File: src/rtl/feature_counter.sv
`default_nettype none
// ============================================================================
//  Module      : feature_counter
//  Description : Tick-driven modulo counter (0..MAXVAL) fed by the clock
//                divider output. Provides run/stop toggle, up/down counting,
//                synchronous clear, clamped preset load and a terminal-count
//                pulse on wrap-around.
//  Revision    : 1.0 - initial release
// ============================================================================
module feature_counter #(
    parameter int WIDTH  = 4,
    parameter int MAXVAL = 9
) (
    input  logic             clk,
    input  logic             resetN,
    input  logic             divClk,
    input  logic             startStop,
    input  logic             clear,
    input  logic             load,
    input  logic [WIDTH-1:0] loadVal,
    input  logic             upDown,
    output logic [WIDTH-1:0] count,
    output logic             tc,
    output logic             running
);

    localparam logic [WIDTH-1:0] C_MAXVAL = WIDTH'(MAXVAL);
    localparam logic [WIDTH-1:0] C_ZERO   = '0;
    localparam logic [WIDTH-1:0] C_ONE    = WIDTH'(1);

    typedef enum logic [0:0] {
        ST_STOPPED = 1'b0,
        ST_RUNNING = 1'b1
    } state_t;

    state_t r_state;
    logic   r_div_clk_q;
    logic   r_start_stop_q;
    logic   w_tick;
    logic   w_ss_edge;

    // Rising-edge detection of the divider output and the run/stop request
    assign w_tick    = divClk    & ~r_div_clk_q;
    assign w_ss_edge = startStop & ~r_start_stop_q;

    // Delay registers for the two edge detectors
    always_ff @(posedge clk or negedge resetN) begin
        if (!resetN) begin
            r_div_clk_q    <= 1'b0;
            r_start_stop_q <= 1'b0;
        end else begin
            r_div_clk_q    <= divClk;
            r_start_stop_q <= startStop;
        end
    end

    // Run/stop FSM; running is registered alongside the state so it mirrors it
    always_ff @(posedge clk or negedge resetN) begin
        if (!resetN) begin
            r_state <= ST_STOPPED;
            running <= 1'b0;
        end else begin
            case (r_state)
                ST_STOPPED: begin
                    if (w_ss_edge) begin
                        r_state <= ST_RUNNING;
                        running <= 1'b1;
                    end
                end
                ST_RUNNING: begin
                    if (w_ss_edge) begin
                        r_state <= ST_STOPPED;
                        running <= 1'b0;
                    end
                end
                default: begin
                    r_state <= ST_STOPPED;
                    running <= 1'b0;
                end
            endcase
        end
    end

    // Count update in priority order clear > load > tick; tc only on a wrap.
    // The tick is judged against the pre-toggle state, so a coincident
    // run/stop edge in RUNNING still lets this step happen.
    always_ff @(posedge clk or negedge resetN) begin
        if (!resetN) begin
            count <= C_ZERO;
            tc    <= 1'b0;
        end else begin
            tc <= 1'b0;
            if (clear) begin
                count <= C_ZERO;
            end else if (load) begin
                count <= (loadVal > C_MAXVAL) ? C_MAXVAL : loadVal;
            end else if (w_tick && (r_state == ST_RUNNING)) begin
                if (upDown) begin
                    if (count == C_MAXVAL) begin
                        count <= C_ZERO;
                        tc    <= 1'b1;
                    end else begin
                        count <= count + C_ONE;
                    end
                end else begin
                    if (count == C_ZERO) begin
                        count <= C_MAXVAL;
                        tc    <= 1'b1;
                    end else begin
                        count <= count - C_ONE;
                    end
                end
            end
        end
    end

endmodule
`default_nettype wire

File: config.mk
export PLATFORM = sky130hd
export DESIGN_NAME = feature_counter
export DESIGN_NICKNAME = d
export VERILOG_FILES = /design/src/rtl/feature_counter.sv
export SDC_FILE = /design/constraint.sdc
export NUM_CORES = 1
export LEC_CHECK = 0
export ABC_AREA = 1
export BUFFER_PORTS_ARGS = -buffer_cell sky130_fd_sc_hd__buf_4
export CORE_AREA = 2 2 39 41
export DETAILED_ROUTE_END_ITERATION = 7
export DIE_AREA = 0 0 41 43
export PLACE_DENSITY_LB_ADDON = 0.12
export SYNTH_ARGS = -nofsm -noshare
export SYNTH_HDL_FRONTEND = slang
export SYNTH_SLANG_ARGS = --single-unit
File: constraint.sdc
create_clock -name clk -period 1.1 [get_ports clk]
set_input_delay 0.11 -clock clk [delete_from_list [all_inputs] [get_ports clk]]
set_output_delay 0.11 -clock clk [all_outputs]
set_load 0.005 [all_outputs]
==> summary.txt <==
Run status
  • Run status: finished, violations left
  • Failing checks: setup timing

Die
  • Core area: ~1400 um^2
  • Die area: approximately 1800 um^2
  • Die height: around 43 um
  • Die W: between 40 and 50 um
  • Starting density of the core: 0.4024
  • Num ports: 17
  • # rows: 14

Timing
  • Endpoints failing setup: 4
  • Worst hold margin: ~0.13 ns
  • Tcrit/Tclk final: 1.044
  • RSZ-0062 raised after global routing: true
  • Pins over their slew limit: 0
  • Skew final: around 0.0042 ns
  • Worst slew pin tran: roughly 0.27 ns
  • Fmax: 870.5 MHz
  • Tmin final: roughly 1.1 ns
  • Fin worst setup slack: -0.04882 ns
  • Slew headroom: 0.8210
  • Final hold violation count: 0
  • TNS Setup: -0.1123 ns

Power
  • Seq pwr share: 0.410
  • Net switching power: about 0.38 mW
  • Sw Share: 0.3384
  • Gate power share: 0.366
  • Int Power: roughly 0.75 mW
  • Max IR drop VDD: 0.001052 V
  • Final Power: about 1.1 mW
  • Clk pwr share: 0.225
  • Power density cells: roughly 1400 nW/um^2
  • Lkg Pwr: between 0.4 and 0.5 nW

Global routing
  • Initial antenna violation count: 0
  • Vias in the first global route: approximately 500
  • GRT Total Usage: 0.1815
  • Largest net degree at the start of global routing: 10
  • First-pass GRT wire length: between 2000 and 2500 um
  • GRT overflow: 0

Job
  • Max Cap Viol: 0

Cells and area
  • Fin area: between 800 and 900 um^2
  • Layout cell share with drive strength beyond 1: 0.3451
  • Final #Nets: about 130
  • N_diodes: 0
  • Final Instance Count excl. Fillers: about 130
  • Final core utilization: 0.6040
  • Area Growth Syn to Fin: 50.11%

Yosys
  • Net count after synthesis: 97
  • Cell count after synthesis: 84
  • Synth Cell Area: between 500 and 600 um^2
  • Mean Syn Cell Area: approximately 6.6 um^2
  • Yosys warnings: 0
  • Count of different cell masters after synthesis: 15
  • Post-synthesis sequential area ratio: 0.4045
  • Post-synthesis register bit count: 9

Drt
  • Drt via density: between 4 and 5
  • Drt pass-1 iters: 4
  • Iteration-0 DRC count of the detailed router: 9
  • DRC errors left: 0
  • DRT antenna net count: 0
  • Final wirelength: 1267 um
  • Vias post-DR: 599
  • DR WL/cell: around 9.8 um

Hold path
  • Worst min-delay path endpoint: count[0]
  • HP Class: primary input to flop
  • Hold_sp: loadVal[0]
  • WHS Path Cells: 3

Setup path
  • Endpoint class of the critical path: flop
  • Largest fanout on the critical path: 7
  • Worst setup SP type: flop
  • Worst r2r src: count[2]
  • WP data required: about 1.3 ns
  • Reg2reg end: count[3]
  • R2R Setup Slk: -0.05 ns
  • Cell depth of the worst flop-to-flop path: 8
  • CP Class: flop to flop
  • Crit path DAT: 1.30 ns
  • Critical path startpoint: count[2]

Clock network
  • Root Buffer: clkbuf_4
  • CTS H-Tree Depth: 1
  • Num CTS Buffers: 3
  • Clk Latency, worst-skew pair: around 0.26 ns
  • CTS tree: yes
  • Clock buffer depth: 2
  • Clock Sink Count: 9
  • CTS clk-pin slew, worst paths: roughly 0.060 ns

Placed design
  • Final HPWL DP: approximately 950 um
  • Pre-CTS WS: -0.08097 ns
  • Port buffer count: 16
  • # placed instances: 121
  • GP Congestion: around 0.75
  • Placed cell areas: roughly 730 um^2
## power groups by stage
stage | Sequential (mW) | Combinational (mW) | Clock [mW]
floorplan | 0.453 | 0.190 | 0
global placement | 0.454 | 0.358 | 0
detailed placement | 0.458 | 0.361 | 0
CTS | 0.457 | 0.389 | 0.267
global route | 0.473 | 0.469 | 0.297
finish | 0.464 | 0.414 | 0.254
## cells by family after synthesis
group / Yosys count / share of synthesized area
and+or+nand+nor: 53 / 0.3955
DFF: 9 / 0.4045
AOI/OAI and AO/OA: 6 / 0.06067
buffers and inverters: 14 / 0.09438
adders and majority gates: 2 / 0.04494
## cell type report
| type | instances | area, um^2 |
|---|---|---|
| multi-input cells | 61 | 309.0 |
| well taps | 16 | 20.02 |
| clock buffers | 4 | 26.28 |
| repair buffers | 25 | 198.9 |
| inverters | 14 | 52.55 |
| fillers | 145 | 548.0 |
| flip-flops and latches | 9 | 229.0 |
## layout by cell type (no fill, tap or decap), drive strengths merged
| master | netlist | routed |
|---|---|---|
| inv | 14 | 14 |
| buf | 0 | 22 |
| dlygate4sd3 | 0 | 3 |
| nand3 | 8 | 8 |
| a31oi | 1 | 1 |
| o21ai | 1 | 1 |
| nand2 | 34 | 34 |
| nor2 | 8 | 8 |
| o22ai | 2 | 2 |
| ha | 2 | 2 |
| nand4 | 2 | 2 |
| a21oi | 2 | 2 |
| nor3 | 1 | 1 |
| dfrtp | 9 | 9 |
| clkbuf | 0 | 4 |
## flip-flops by register name, summed over array words and instances (netlist names)
name,count
r_div_clk_q,1
tc,1
r_start_stop_q,1
count,4
r_state,1
running,1
## per-layer routing
metal,GRT usage,vias up,share of wire
li1,-,322,-
met1,0.2492,253,0.46
met2,0.2500,22,0.45
met3,0.09424,2,0.083
met4,0.04000,0,0.0063
met5,0,-,0
## what timing repair did
action,in CTS,in global routing
hold buffers,3,0
pin swaps,2,3
hold endpoints to repair,11,0
resized for setup,7,6
setup endpoints to repair,5,8
setup buffers,1,0
## how the worst max path moves through the flow
stage | slack (ns) | endpoint
finish | -0.05 | count[3]
global route | -0.14 | count[3]
CTS | -0.04 | count[3]
floorplan | 0.03 | count[3]
detailed placement | -0.08 | count[3]
global placement | -0.1 | count[3]
## worst max-delay path, stage by stage, from the launching register on
cell,delay (ns)
dfrtp_2,0.46
nor2_4,0.16
nand2_2,0.09
nand3_2,0.08
nand2_1,0.05
nand2_1,0.05
nand2_1,0.04
nand2_1,0.07
nand2_1,0.05
## Yosys cell counts (all sizes together)
cell type  count  area share
nor3           1      0.0090
ha             2       0.045
a21oi          2       0.018
nand3          8       0.072
nand4          2       0.022
nand2         34        0.23
inv           14       0.094
nor2           8       0.058
o21ai          1      0.0090
o22ai          2       0.022
dfrtp          9        0.40
a31oi          1       0.011
(Power assumes the default switching activity.)
